$ cat src/rtl/dmi_req_queue.sv
// ----------------------------------------------------------------------------
// dmi_req_queue
//
// Request queue between a JTAG DMI scan register and the debug module. Each
// update-DR with a read/write op pushes {addr, data, op} into a small FIFO.
// The FIFO head is issued on a valid/ready request channel, one request in
// flight at a time. The response is absorbed into the read-data register
// that later capture-DR cycles shift out. Overflow and capture while busy
// raise a sticky "busy" error. The error is cleared only by dmi_reset_i or
// by reset.
//
// Optional feature (compile-time macro):
//   DMI_RESP_ERR_EN - when defined, a response with resp_resp_i == 2 or 3
//                     raises a sticky error of the same code. When undefined,
//                     resp_resp_i is ignored. The port stays present.
//
// Ports:
//   clk_i, rst_ni      clock, synchronous active-low reset
//   upd_valid_i        one-cycle update-DR strobe
//   upd_addr_i/data_i/op_i   scanned request (op 0 nop, 1 read, 2 write, 3 rsvd)
//   capture_i          one-cycle capture-DR strobe
//   dmi_reset_i        clears the sticky error (wins over same-cycle errors)
//   cap_addr_o/data_o/status_o  word loaded into the scan register at capture
//   req_valid_o/ready_i/addr_o/data_o/op_o  request channel to the DM
//   resp_valid_i/data_i/resp_i/ready_o      response channel from the DM
//   error_o            sticky error (0 none, 2 op failed, 3 busy)
//   pending_o          number of queued (not yet issued) requests
// ----------------------------------------------------------------------------
module dmi_req_queue #(
    parameter int AddrWidth = 7,
    parameter int DataWidth = 32,
    parameter int Depth     = 4
) (
    input  logic                         clk_i,
    input  logic                         rst_ni,
    input  logic                         upd_valid_i,
    input  logic [AddrWidth-1:0]         upd_addr_i,
    input  logic [DataWidth-1:0]         upd_data_i,
    input  logic [1:0]                   upd_op_i,
    input  logic                         capture_i,
    input  logic                         dmi_reset_i,
    output logic [AddrWidth-1:0]         cap_addr_o,
    output logic [DataWidth-1:0]         cap_data_o,
    output logic [1:0]                   cap_status_o,
    output logic                         req_valid_o,
    input  logic                         req_ready_i,
    output logic [AddrWidth-1:0]         req_addr_o,
    output logic [DataWidth-1:0]         req_data_o,
    output logic [1:0]                   req_op_o,
    input  logic                         resp_valid_i,
    input  logic [DataWidth-1:0]         resp_data_i,
    input  logic [1:0]                   resp_resp_i,
    output logic                         resp_ready_o,
    output logic [1:0]                   error_o,
    output logic [$clog2(Depth+1)-1:0]   pending_o
);

    localparam int PtrW = (Depth > 1) ? $clog2(Depth) : 1;
    localparam int CntW = $clog2(Depth + 1);

    localparam logic [1:0] OpRead    = 2'd1;
    localparam logic [1:0] OpWrite   = 2'd2;
    localparam logic [1:0] ErrNone   = 2'd0;
    localparam logic [1:0] ErrFailed = 2'd2;
    localparam logic [1:0] ErrBusy   = 2'd3;

    typedef struct packed {
        logic [AddrWidth-1:0] addr;
        logic [DataWidth-1:0] data;
        logic [1:0]           op;
    } req_t;

    // Pointer advance that wraps at Depth, so non-power-of-two depths work.
    function automatic logic [PtrW-1:0] ptr_inc(input logic [PtrW-1:0] p);
        return (p == PtrW'(Depth - 1)) ? '0 : p + 1'b1;
    endfunction

    req_t                 mem_q [Depth];
    logic [PtrW-1:0]      rd_ptr_q, rd_ptr_d;
    logic [PtrW-1:0]      wr_ptr_q, wr_ptr_d;
    logic [CntW-1:0]      count_q, count_d;
    logic                 outstanding_q, outstanding_d;
    logic                 out_read_q, out_read_d;
    logic [AddrWidth-1:0] last_addr_q, last_addr_d;
    logic [DataWidth-1:0] rdata_q, rdata_d;
    logic [1:0]           error_q, error_d;

    req_t       head;
    logic       deq, enq, upd_cand, upd_busy, cap_busy, resp_acc, no_room;
    logic [1:0] resp_err, err_evt;

    // ------------------------------------------------------------------------
    // Next-state logic
    // ------------------------------------------------------------------------
    // NOTE: every signal assigned here gets a default first, so no path
    // leaves one unassigned and no latch is inferred.
    always_comb begin
        head          = mem_q[rd_ptr_q];
        rd_ptr_d      = rd_ptr_q;
        wr_ptr_d      = wr_ptr_q;
        count_d       = count_q;
        outstanding_d = outstanding_q;
        out_read_d    = out_read_q;
        last_addr_d   = last_addr_q;
        rdata_d       = rdata_q;
        resp_err      = ErrNone;
        err_evt       = ErrNone;

        req_valid_o = (count_q != '0) && !outstanding_q;
        deq         = req_valid_o && req_ready_i;

        // A single-entry queue refuses new work while anything is in flight.
        // Deeper queues count a same-cycle dequeue as freeing a slot.
        if (Depth == 1) begin
            no_room = (count_q != '0) || outstanding_q;
        end else begin
            no_room = (count_q == CntW'(Depth)) && !deq;
        end

        // Only real ops take part. nop/reserved are dropped silently, and
        // nothing is accepted while an error is pending.
        upd_cand = upd_valid_i && (error_q == ErrNone) &&
                   ((upd_op_i == OpRead) || (upd_op_i == OpWrite));
        enq      = upd_cand && !no_room;
        upd_busy = upd_cand && no_room;

        cap_busy = capture_i && ((count_q != '0) || outstanding_q);
        resp_acc = resp_valid_i && outstanding_q;

`ifdef DMI_RESP_ERR_EN
        if (resp_acc && (resp_resp_i == ErrFailed || resp_resp_i == ErrBusy)) begin
            resp_err = resp_resp_i;
        end
`endif

        if (deq) begin
            rd_ptr_d      = ptr_inc(rd_ptr_q);
            outstanding_d = 1'b1;
            out_read_d    = (head.op == OpRead);
            last_addr_d   = head.addr;
        end

        // deq needs !outstanding_q and resp_acc needs outstanding_q, so the
        // two never collide.
        if (resp_acc) begin
            outstanding_d = 1'b0;
            if (out_read_q) begin
                rdata_d = resp_data_i;
            end
        end

        if (enq) begin
            wr_ptr_d = ptr_inc(wr_ptr_q);
        end

        case ({enq, deq})
            2'b10:   count_d = count_q + CntW'(1);
            2'b01:   count_d = count_q - CntW'(1);
            default: count_d = count_q;
        endcase

        // The error is sticky and the first one wins. If two events land in
        // the same cycle, busy takes precedence over op-failed. dmi_reset_i
        // overrides everything.
        if (resp_err != ErrNone) begin
            err_evt = resp_err;
        end
        if (upd_busy || cap_busy) begin
            err_evt = ErrBusy;
        end
        error_d = (error_q == ErrNone) ? err_evt : error_q;
        if (dmi_reset_i) begin
            error_d = ErrNone;
        end
    end

    // Without the response-error feature the code is intentionally unused.
    logic unused_resp;
    assign unused_resp = ^resp_resp_i;

    // ------------------------------------------------------------------------
    // State registers
    // ------------------------------------------------------------------------
    // NOTE: state is updated with non-blocking assignments. All registers then
    // sample the same pre-edge values, whatever order the statements are in.
    always_ff @(posedge clk_i) begin
        if (!rst_ni) begin
            rd_ptr_q      <= '0;
            wr_ptr_q      <= '0;
            count_q       <= '0;
            outstanding_q <= 1'b0;
            out_read_q    <= 1'b0;
            last_addr_q   <= '0;
            rdata_q       <= '0;
            error_q       <= ErrNone;
        end else begin
            rd_ptr_q      <= rd_ptr_d;
            wr_ptr_q      <= wr_ptr_d;
            count_q       <= count_d;
            outstanding_q <= outstanding_d;
            out_read_q    <= out_read_d;
            last_addr_q   <= last_addr_d;
            rdata_q       <= rdata_d;
            error_q       <= error_d;
        end
    end

    // NOTE: queue storage is deliberately not reset. count_q == 0 marks every
    // entry invalid, and a reset-free array maps onto plain RAM/flops.
    always_ff @(posedge clk_i) begin
        if (enq) begin
            mem_q[wr_ptr_q] <= '{addr: upd_addr_i, data: upd_data_i, op: upd_op_i};
        end
    end

    // ------------------------------------------------------------------------
    // Outputs
    // ------------------------------------------------------------------------
    assign req_addr_o   = head.addr;
    assign req_data_o   = head.data;
    assign req_op_o     = head.op;
    assign resp_ready_o = 1'b1;
    assign cap_addr_o   = last_addr_q;
    assign cap_data_o   = rdata_q;
    assign cap_status_o = cap_busy ? ErrBusy : error_q;
    assign error_o      = error_q;
    assign pending_o    = count_q;

endmodule

$ cat config.mk
export PLATFORM = sky130hd
export DESIGN_NAME = dmi_req_queue
export DESIGN_NICKNAME = d
export VERILOG_FILES = /design/src/rtl/dmi_req_queue.sv
export SDC_FILE = /design/constraint.sdc
export NUM_CORES = 1
export LEC_CHECK = 0
export ABC_AREA = 1
export CAP_MARGIN = 5
export CORE_MARGIN = 3
export CORE_UTILIZATION = 45
export DETAILED_ROUTE_END_ITERATION = 8
export HOLD_SLACK_MARGIN = 0.12
export PLACE_DENSITY = 0.78
export RECOVER_POWER = 25
export SLEW_MARGIN = 5
export SYNTH_ARGS = -nofsm -noshare
export SYNTH_HDL_FRONTEND = slang
export SYNTH_SLANG_ARGS = --single-unit
$ cat constraint.sdc
create_clock -name clk_i -period 5.8 [get_ports clk_i]
set_clock_uncertainty 0.2 [all_clocks]
set_input_delay 1.16 -clock clk_i [delete_from_list [all_inputs] [get_ports clk_i]]
set_output_delay 1.16 -clock clk_i [all_outputs]
set_load 0.1 [all_outputs]
=== Word-level counts from Yosys, hierarchy flattened ===
Memory sizes are Yosys's and may differ from the RTL's. A register that Yosys moved wholly into a read port is not among the register bits.
Index checks and enable logic that the tools add are counted.

* $add $sub $neg: 4
* Eq/ne operators: 8
* Muxes and demuxes: 9
* Bitwise logic cells: 1
* Reduce and logical (&&, ||, !) cells: 21

{| class="wikitable"
|+ Operators by type and width
! operator !! count
|-
| 2-bit two-way mux || 6
|-
| 1-bit logical AND || 9
|-
| 2-bit == test, second input constant || 4
|-
| 2-bit by 1-bit == test with 1-bit output, second input constant || 3
|-
| 3-bit case mux with 2 select lines || 1
|-
| 2-bit by 1-bit adder with 2-bit output, second input constant || 2
|-
| 2-bit OR reduction || 2
|-
| 3-bit by 1-bit adder with 3-bit output, second input constant || 1
|-
| 3-bit == test, second input constant || 1
|-
| 1-bit zero test || 3
|-
| 1-bit logical OR || 3
|-
| 3-bit nonzero test || 1
|-
| 3-bit by 1-bit subtractor with 3-bit output, second input constant || 1
|-
| 2-bit zero test || 1
|-
| 1-bit two-way mux || 2
|-
| 2-bit AND reduction || 1
|-
| 2-bit nonzero test || 1
|-
| 1-bit inverter || 1
|}

* Flip-flop bits (word level): 50
* RAM bits: 164
* Input bits: 82
* Word-level logic and storage cells: 52
* Memories kept: 1

{| class="wikitable"
|+ Memory list
! name !! depth !! bits a word !! read ports !! clocked after Yosys merged registers in !! write ports !! RTL line !! source
|-
| mem_q || 4 || 41 || 1 || 1 || 1 || 78 || <nowiki>req_t mem_q [Depth];</nowiki>
|}

=== Depth between registers and ports, before layout ===
Gate-level depths: netlist of run 1.

* Depth after elaboration: 9
* Depth in mapped cells: 11
* Depth with buffers taken out: 11

=== Least setup slack after synthesis of run 1 ===
OpenSTA, ideal clock, no wires.

* Path kind: register to register
* Start point: register count_q[2], in the netlist pending_o[2]
* End point: memory mem_q[0][0] (netlist bit), enable pin
* Arrival: 3.367 ns
* Required time: 5.161 ns
* Setup slack: 1.793 ns
* Cell stages (with the launch flop): 7
* Buffers on the path: 0
* Clock period less this slack: 4.007 ns
* Cell sequence: dfxtp_1 inv_1 nand2_2 nand3_4 nand3_2 nand2_2 nor2_1

* Longest elaborated chain between the ends: 9

{| class="wikitable"
|+ Ends and longest elaborated chain
! what !! RTL line !! source
|-
| from (decl) || 81 || <nowiki>logic [CntW-1:0] count_q, count_d;</nowiki>
|-
| from (signal assigned) || 199 || <nowiki>count_q <= count_d;</nowiki>
|-
| 3-bit nonzero test || 109 || <nowiki>req_valid_o = (count_q != '0) && !outstanding_q;</nowiki>
|-
| 1-bit logical AND || 109 ||
|-
| 1-bit logical AND || 110 || <nowiki>deq = req_valid_o && req_ready_i;</nowiki>
|-
| 1-bit zero test || 117 || <nowiki>no_room = (count_q == CntW'(Depth)) && !deq;</nowiki>
|-
| 1-bit logical AND * || 117 ||
|-
| 1-bit zero test * || 124 || <nowiki>enq = upd_cand && !no_room;</nowiki>
|-
| 1-bit logical AND * || 124 ||
|-
| 1-bit two-way mux * || 211 || <nowiki>if (enq) begin</nowiki>
|-
| 1-bit two-way mux (implied by the code) * || 212 || <nowiki>mem_q[wr_ptr_q] <= '{addr: upd_addr_i, data: upd_data_i, op: upd_op_i};</nowiki>
|-
| to (decl) || 78 ||
|}

Every way passes the cells marked *; elsewhere a longest branch is shown, timed or not.

==> reports/results.ini, run 1 <==
[route]
first_iter_violations = 396
antenna_left = 0
drtPass1Iterations = 5
routed_wirelength_um = 18700
wl_per_cell_um = 17.6
via_per_inst = 5.27
drc = 0
via_count = 5580

[synth]
synth_mux_area_share_pct = 0
seq_area_frac_synth_pct = 72.2
synth-edff-count = 164
synth_area_um2 = 8240
synth_nets = 753
synth_area_leader_cell = edfxtp_1
synth_flop_cell = edfxtp_1
async_reset_ff_share_pct = 0
synth_xor_area_share_pct = 0
synth_compound_gate_area_share_pct = 12.1
synth-simple-area-share_pct = 10.4
synth_area_leaders = edfxtp_1 60%, dfxtp_1 12%, o21ai_0 5.3%, nor2_1 4.8%, o22ai_1 2.4%
synth.most_common_cell = edfxtp_1
syn_inst = 665
ys.warnings.count = 0
synth_top_family_by_area = compound AO/OA/AOI/OAI gates
synth_cell_types = 32
synth-adder-area-share_pct = 1.00
synth_seq_cells = 215
synth_top_area_share_pct = 59.8
syn_area_per_cell_um2 = 12.4
yosys-top-cells-count = 164 x edfxtp_1, 106 x nor2_1, 87 x o21ai_0

[floorplanning]
start_util_pct = 46.8
die_h_um = 141
boundaryPins = 171
dieArea_um2 = 20000
die_x_um = 141
row_count = 48
core-area_um2 = 17600

[global_routing]
grt_use_total_pct = 18.2
grt_pass1_wl_um = 29400
antenna_found_initial = 1
grt_max_degree = 82
overflow = 0
grt_pass1_vias = 5412

[setup_path]
worstPathMaxFanout = 44
path_cells = buf_4 -> o21ai_0 -> o22ai_1 -> clkdlybuf4s50_1
worstPathArrival_ns = 3.50
worstPathRequired_ns = 4.44
critPathKind = reg -> out
cp-start-kind = register
cp_slowest_cell = clkdlybuf4s50_1
cpPeakStageDelay_ns = 1.18
cp-end-kind = output port

[power]
peakVddDrop_v = 0.000379
power.density_nw_per_um2 = 527
cellLeakagePower_nw = 3.60
power_mw = 5.64

[status]
status = completed

[place]
routabilityCongestion = 0.743
numPortBuffers = 167
hpwl_um = 11400
dpl_cell_area_um2 = 10000
pre_cts_ws_ns = 1.43
dp.cells = 1020

[timing]
drv_slew = 0
fin_ws_ns = 0.940
layout_min_cycle_time_ns = 4.86
slew_headroom_pct = 26.7
period_share_pct = 83.8
hold_viol = 0
finalSetupViolCount = 0
timing.setup.tns_ns = 0
tightest_slew_ns = 1.09
fmax_mhz = 206
rsz0062_at_grt = no

[hold_path]
min_path_type = reg -> reg

[layout]
fin_area_um2 = 10700
final_nets = 907
area_delta_synth_final_pct = 30.0
fin_cells = 1059
final_layout_size_suffix_gt1_share_pct = 8.51
n_antenna_cell = 0

[clock_network]
clk_latency_ns = 0.50
cts_post_setup_buffers_inserted = 0
cts.repair.resized = 0
clockBufferDepth = 3
clk_pin_slew_ns = 0.06
cts_root_buf = clkbuf_16
cts_hold_buffers = 0
cts_num_sinks = 215
htree_levels = 1
cts_tree = built
cts_buffers = 22

[run]
maxCapViolCount = 0

## metal layers
layer	vias up	share of wire (%)	GRT usage [%]
met5	-	0.037	0
met4	2	3.1	6.48
met3	42	4.6	2.56
met2	152	51	31.6
met1	2695	41	23.6
li1	2689	-	-
## final cells by class
class / count / area, µm²
well taps: 225 / 282
repair buffers: 174 / 1720
multi-input cells: 383 / 1970
clock inverters: 13 / 126
fillers: 1375 / 6890
flip-flops and latches: 215 / 5950
clock buffers: 26 / 576
inverters: 23 / 88.8
## layout by cell type (no fill, tap or decap), types with 22 or more instances in the layout
| cell type | instances |
|---|---|
| a21oi_1 | 36 |
| clkbuf_16 | 22 |
| clkdlybuf4s50_1 | 138 |
| dfxtp_1 | 49 |
| dlygate4sd3_1 | 29 |
| edfxtp_1 | 164 |
| nand2_1 | 48 |
| nand3_1 | 38 |
| nor2_1 | 102 |
| o21ai_0 | 87 |
| o22ai_1 | 32 |
## per-stage QoR
step / hold slack (ns) / util [%]
4_1_cts: 0.262 / 60.9
5_1_grt: 0.285 / 60.9
3_3_place_gp: 0.248 / 56.9
3_5_place_dp: 0.254 / 56.9
6_report: 0.259 / 60.9
2_1_floorplan: 0.261 / -
## report_power, final
group          switching (mW)  total, mW  internal, mW
combinational            1.90       2.42         0.520
clock                   0.558       1.36         0.799
sequential             0.0904       1.86          1.77
total                    2.55       5.64          3.09
## registers in the layout, indices dropped and copies added, names as in the netlist, named ones only
signal	cells
rd_ptr_q	2
wr_ptr_q	2
cap_data_o	32
cap_addr_o	7
outstanding_q	1
error_o	1
pending_o	3
mem_q	164
out_read_q	1
## cells by family (layout without fill, tap and decap cells)
logic type | after synthesis | in the layout
AOI/OAI and AO/OA | 175 | 175
buffers and inverters | 67 | 236
and+or+nand+nor | 201 | 201
DFF | 215 | 215
other | 1 | 1
adders and majority gates | 6 | 6
## worst paths after layout
check	startpoint	slack (ns)	end	depth (start not counted)
setup / recovery	register	0.94	req_data_o[22]	4
hold / removal	cap_data_o[9]	0.26	cap_data_o[9]	2
setup reg to reg	pending_o[2]	2.98	mem_q[2][29]	7
hold reg to reg	cap_data_o[9]	0.26	cap_data_o[9]	2
## worst max-delay path: cells and delay by family, from the launching register on
kind	cells	cell delay (ns)
buf+inv	2	1.69
flops	1	0.84
compound gates	2	0.44
(Power assumes the default switching activity.)
==> inputs of run 2 (changes only) <==
==> constraint.sdc (replaced) <==
create_clock -name clk_i -period 4.9 [get_ports clk_i]
set_clock_uncertainty 0.2 [all_clocks]
set_input_delay 0.98 -clock clk_i [delete_from_list [all_inputs] [get_ports clk_i]]
set_output_delay 0.98 -clock clk_i [all_outputs]
set_load 0.1 [all_outputs]
==> run 2 against run 1 <==
Sequential power is 18% higher. Cell count is 0.47% higher. Utilization is 0.26 points lower. Wire length is 1.9% lower. Sequential share of layout area is 0.24 points higher. Highest routed layer unchanged. Worst setup slack better by 0.18 ns. Largest power group unchanged. Die area stayed put. Sequential cell count stayed put. Hold slack hardly changed.
==> reports/results.ini, run 2 (same netlist as run 1, synthesis figures left out) <==
[layout]
final_cell_mix = 164 x edfxtp_1, 102 x nor2_1, 93 x clkdlybuf4s50_1
area_delta_synth_final_pct = 29.4
largest_register_ffs = 164  ; unchanged
largest-register = mem_q
final_common_cell = edfxtp_1
final_nets = 908  ; +0.11%
final_layout_size_suffix_gt1_share_pct = 13.5  ; +5.0 points

[clock_network]
clk_latency_ns = 0.50  ; about the same
cts.repair.resized = 0  ; unchanged
cts_root_buf = clkbuf_16
cts_hold_buffers = 0  ; unchanged
cts_tree = built
clockBufferDepth = 3  ; unchanged
cts_post_setup_buffers_inserted = 0  ; unchanged
clk_pin_slew_ns = 0.06  ; about the same
htree_levels = 1  ; unchanged
cts_buffers = 23  ; +4.5%
cts_num_sinks = 215  ; unchanged

[place]
pre_cts_ws_ns = 1.33  ; -0.0989 ns
routabilityCongestion = 0.777  ; +4.5%
numPortBuffers = 167  ; unchanged
hpwl_um = 11000  ; -2.9%

[route]
first_iter_violations = 300  ; -24%
drc = 0  ; unchanged
wl_per_cell_um = 17.2  ; -2.3%
via_count = 5592  ; +0.22%
drtPass1Iterations = 7  ; +2
routed_wirelength_um = 18300  ; -1.9%
antenna_left = 0  ; unchanged
via_per_inst = 5.26  ; -0.26%

[global_routing]
overflow = 0  ; unchanged
grt_use_total_pct = 17.9  ; -0.35 points
grt_pass1_vias = 5411  ; -0.018%
antenna_found_initial = 5  ; +4
grt_max_degree = 82  ; unchanged
grt_pass1_wl_um = 28600  ; -2.8%

[setup_path]
crit_end = req_addr_o[6]
cp-start-kind = register
worstPathRequired_ns = 3.72  ; -0.72 ns
critPathKind = reg -> out
r2r_slack_ns = 2.43  ; -0.55 ns
worstPathMaxFanout = 43  ; -2.3%
cp-end-kind = output port
worstPathArrival_ns = 2.60  ; -0.90 ns
r2r_start = pending_o[2]
r2r-end = mem_q[3][12]
reg2reg_depth = 7  ; unchanged

[timing]
finalSetupViolCount = 0  ; unchanged
layout_min_cycle_time_ns = 3.78
timing.setup.tns_ns = 0  ; unchanged
drv_slew = 0  ; unchanged
hold_viol = 0  ; unchanged
slew_headroom_pct = 28.4  ; +1.7 points
tightest_slew_ns = 1.07  ; -0.0209 ns
period_share_pct = 77.1
fmax_mhz = 265
fin_ws_ns = 1.12  ; +0.185 ns
rsz0062_at_grt = no

[status]
status = completed

[floorplanning]
boundaryPins = 171  ; unchanged
die_h_um = 141  ; unchanged
start_util_pct = 46.8  ; unchanged
dieArea_um2 = 20000  ; unchanged
core-area_um2 = 17600  ; unchanged
die_x_um = 141  ; unchanged
row_count = 48  ; unchanged

[power]
cellLeakagePower_nw = 3.66  ; +1.6%
peakVddDrop_v = 0.000490  ; +30%
power.density_nw_per_um2 = 621  ; +18%

[run]
maxCapViolCount = 0  ; unchanged

[hold_path]
min_path_cells = 2  ; unchanged
min_path_type = reg -> reg

run 2: how the worst min path moves through the flow:
stage                                 to            from  slack [ns]
after floorplan                 register     rd_ptr_q[1]        0.26
after global placement     cap_data_o[0]   cap_data_o[0]        0.25
after detailed placement   cap_data_o[4]   cap_data_o[4]        0.25
after CTS                 cap_data_o[10]  cap_data_o[10]        0.26
after global routing      cap_data_o[17]  cap_data_o[17]        0.28
final                      cap_data_o[4]   cap_data_o[4]        0.26
run 2: cell type report:
class	instances	area [µm²]
Clock buffer	27	591
Multi-Input combinational cell	383	1970
Sequential cell	215	5950
Inverter	23	88.8
Timing Repair Buffer	174	1670
Tap cell	225	282
Clock inverter	13	113
Fill cell	1388	6930
Antenna cell	4	10.0
run 2: worst max-delay path, cell delays in order, from the launching register on:
cell	delay [ns]
dfxtp_2	0.90
inv_2	0.53
o21ai_1	0.26
o22ai_2	0.12
buf_4	0.25
run 2: power breakdown:
group          internal (mW)  switching, mW  leakage (nW)
sequential              2.09         0.0961          1.90
combinational          0.559           2.26          1.41
clock                  0.962          0.652         0.348
run 2: layer usage:
| layer | global-route usage (%) | vias to the layer above | wire length, µm |
|---|---|---|---|
| met5 | 0 | - | 7 |
| met1 | 22.9 | 2642 | 7350 |
| met4 | 8.01 | 2 | 766 |
| met2 | 30.4 | 185 | 9300 |
| li1 | - | 2709 | - |
| met3 | 2.63 | 54 | 921 |
run 2: through the flow:
step | total power, mW | std cells | area [µm²] | utilization, % | hold WS, ns
floorplan | 4.49 | 665 | 8240 | - | 0.261
global placement | 5.05 | 1020 | 9950 | 56.6 | 0.248
detailed placement | 5.07 | 1020 | 9950 | 56.6 | 0.254
CTS | 6.69 | 1060 | 10700 | 60.6 | 0.262
global route | 6.89 | 1064 | 10700 | 60.6 | 0.284
finish | 6.62 | 1064 | 10700 | 60.6 | 0.259
==> inputs of run 3 (changes only) <==
--- a/config.mk
+++ b/config.mk
@@ -11,7 +11,7 @@
 export CORE_UTILIZATION = 45
 export DETAILED_ROUTE_END_ITERATION = 8
 export HOLD_SLACK_MARGIN = 0.12
-export PLACE_DENSITY = 0.78
+export PLACE_DENSITY = 0.8
 export RECOVER_POWER = 25
 export SLEW_MARGIN = 5
 export SYNTH_ARGS = -nofsm -noshare
==> constraint.sdc (replaced) <==
create_clock -name clk_i -period 3.05 [get_ports clk_i]
set_clock_uncertainty 0.2 [all_clocks]
set_input_delay 0.61 -clock clk_i [delete_from_list [all_inputs] [get_ports clk_i]]
set_output_delay 0.61 -clock clk_i [all_outputs]
set_load 0.1 [all_outputs]
==> run 3 against run 2 <==
Design area is 7.3% higher. Sequential power is 58% higher. Critical path depth stayed put. Clock power is 63% higher. First-iteration DRC count up 49%. Non-clock buffer count rose by 14. Hold slack improved by 0.0024 ns. Sequential share of layout area shrank 3.8 points. Wire length is 4.9% higher. Largest power group unchanged.
==> reports/results.ini, run 3 (same netlist as run 1, synthesis figures left out) <==
[status]
status = completed

[route]
wl_per_cell_um = 17.9  ; +3.6%
antenna_left = 0  ; unchanged
drc = 0  ; unchanged
via_count = 5729  ; +2.4%
via_per_inst = 5.32  ; +1.2%
routed_wirelength_um = 19200  ; +4.9%
first_iter_violations = 446  ; +49%
drtPass1Iterations = 4  ; -3

[hold_path]
min_path_cells = 2  ; unchanged
min_path_type = reg -> reg
min-delay-start = cap_data_o[7]
min_to = cap_data_o[7]

[clock_network]
cts_hold_buffers = 0  ; unchanged
cts_buffers = 22  ; -4.3%
clockBufferDepth = 3  ; unchanged
clk_pin_slew_ns = 0.06  ; about the same
cts_tree = built
cts_root_buf = clkbuf_16
cts.repair.resized = 0  ; unchanged
clk_latency_ns = 0.49  ; about the same
cts_num_sinks = 215  ; unchanged
htree_levels = 1  ; unchanged
cts_post_setup_buffers_inserted = 0  ; unchanged

[floorplanning]
boundaryPins = 171  ; unchanged
row_count = 48  ; unchanged
die_x_um = 141  ; unchanged
core-area_um2 = 17600  ; unchanged
start_util_pct = 46.8  ; unchanged
dieArea_um2 = 20000  ; unchanged
die_h_um = 141  ; unchanged

[setup_path]
worstPathArrival_ns = 1.94  ; -0.66 ns
r2r-end = pending_o[2]
path_cells = buf_4 -> o21ai_0 -> o22ai_2 -> buf_12
crit_buf_inv = 2  ; unchanged
worstPathRequired_ns = 2.24  ; -1.48 ns
path_delay_family = buffers and inverters
critPathKind = reg -> out
cp_slowest_cell = buf_4
cpPeakStageDelay_ns = 0.39  ; -0.51 ns
r2r_slack_ns = 0.92  ; -1.51 ns
cp-end-kind = output port
worstPathMaxFanout = 44  ; +2.3%
reg2reg_depth = 10  ; +3
cp.depth = 4  ; unchanged
r2r_start = pending_o[2]
cp-start-kind = register

[timing]
fin_ws_ns = 0.302  ; -0.823 ns
drv_slew = 0  ; unchanged
hold_viol = 0  ; unchanged
layout_min_cycle_time_ns = 2.75
finalSetupViolCount = 0  ; unchanged
whs_ns = 0.261  ; +0.00241 ns
rsz0062_at_grt = no
fmax_mhz = 364
period_share_pct = 90.1
timing.setup.tns_ns = 0  ; unchanged

[layout]
fin_area_um2 = 11400  ; +7.3%
area_delta_synth_final_pct = 39.0
final_cell_mix = 164 x edfxtp_1, 102 x nor2_1, 87 x o21ai_0
final_layout_size_suffix_gt1_share_pct = 24.3  ; +11 points
final_nets = 921  ; +1.4%
largest_register_ffs = 164  ; unchanged
largest-register = mem_q
final_common_cell = edfxtp_1
fin_cells = 1077  ; +1.2%

[place]
dp.cells = 1034  ; +1.4%
hpwl_um = 12500  ; +14%
numPortBuffers = 167  ; unchanged
pre_cts_ws_ns = 0.234  ; -1.10 ns
dpl_cell_area_um2 = 10700  ; +7.8%
routabilityCongestion = 0.786  ; +1.2%

[global_routing]
grt_use_total_pct = 19.0  ; +1.1 points
antenna_found_initial = 3  ; -2
overflow = 0  ; unchanged
grt_max_degree = 45  ; -45%
grt_pass1_wl_um = 30400  ; +6.3%
grt_pass1_vias = 5738  ; +6.0%

[power]
peakVddDrop_v = 0.00108  ; +120%
power.density_nw_per_um2 = 1020  ; +65%
cellLeakagePower_nw = 4.10  ; +12%

[run]
maxCapViolCount = 0  ; unchanged

## run 3: report_power, final
| group | switching (mW) | total, mW | internal [mW] |
|---|---|---|---|
| combinational | 3.94 | 5.61 | 1.68 |
| clock | 1.04 | 2.63 | 1.59 |
| sequential | 0.0961 | 3.46 | 3.37 |
| total | 5.07 | 11.7 | 6.64 |
## run 3: per-layer routing
layer / share of wire [%] / global-route usage (%) / vias to the layer above
met4: 3.3 / 6.73 / 0
met2: 51 / 32.4 / 169
met5: 0 / 0 / -
li1: - / - / 2727
met1: 41 / 24.8 / 2788
met3: 4.6 / 3.17 / 45
## run 3: layout make-up
cell class / count / area [µm²]
inverters: 23 / 88.8
multi-input cells: 383 / 2170
clock buffers: 31 / 626
diodes: 3 / 7.51
repair buffers: 188 / 2230
fillers: 1285 / 6150
flip-flops and latches: 215 / 5950
clock inverters: 9 / 90.1
well taps: 225 / 282
## run 3: through the flow
step | total power, mW | utilization, %
CTS | 11.8 | 65.0
finish | 11.7 | 65.1
global route | 12.2 | 65.1
global placement | 9.11 | 60.9
floorplan | 7.37 | -
detailed placement | 9.17 | 60.9
## run 3: how the worst max path moves through the flow
stage | start | endpoint | slack, ns
2_1_floorplan | pending_o[2] | mem_q[0][0] | 0.09
3_3_place_gp | upd_op_i[1] | mem_q[2][19] | 0.32
3_5_place_dp | upd_op_i[0] | mem_q[2][32] | 0.23
4_1_cts | register | req_addr_o[2] | 0.27
5_1_grt | register | req_data_o[14] | 0.19
6_report | register | req_addr_o[2] | 0.30
## run 3: worst register-to-register path, cell delays in order (launching register included)
cell and delay [ns]:
dfxtp_2 0.36, inv_1 0.07, nand2_2 0.10, nand3_4 0.17, inv_2 0.24, nand2_2 0.10
fa_1 0.39, inv_1 0.09, nand4_2 0.11, a21oi_1 0.14, nor2_1 0.05
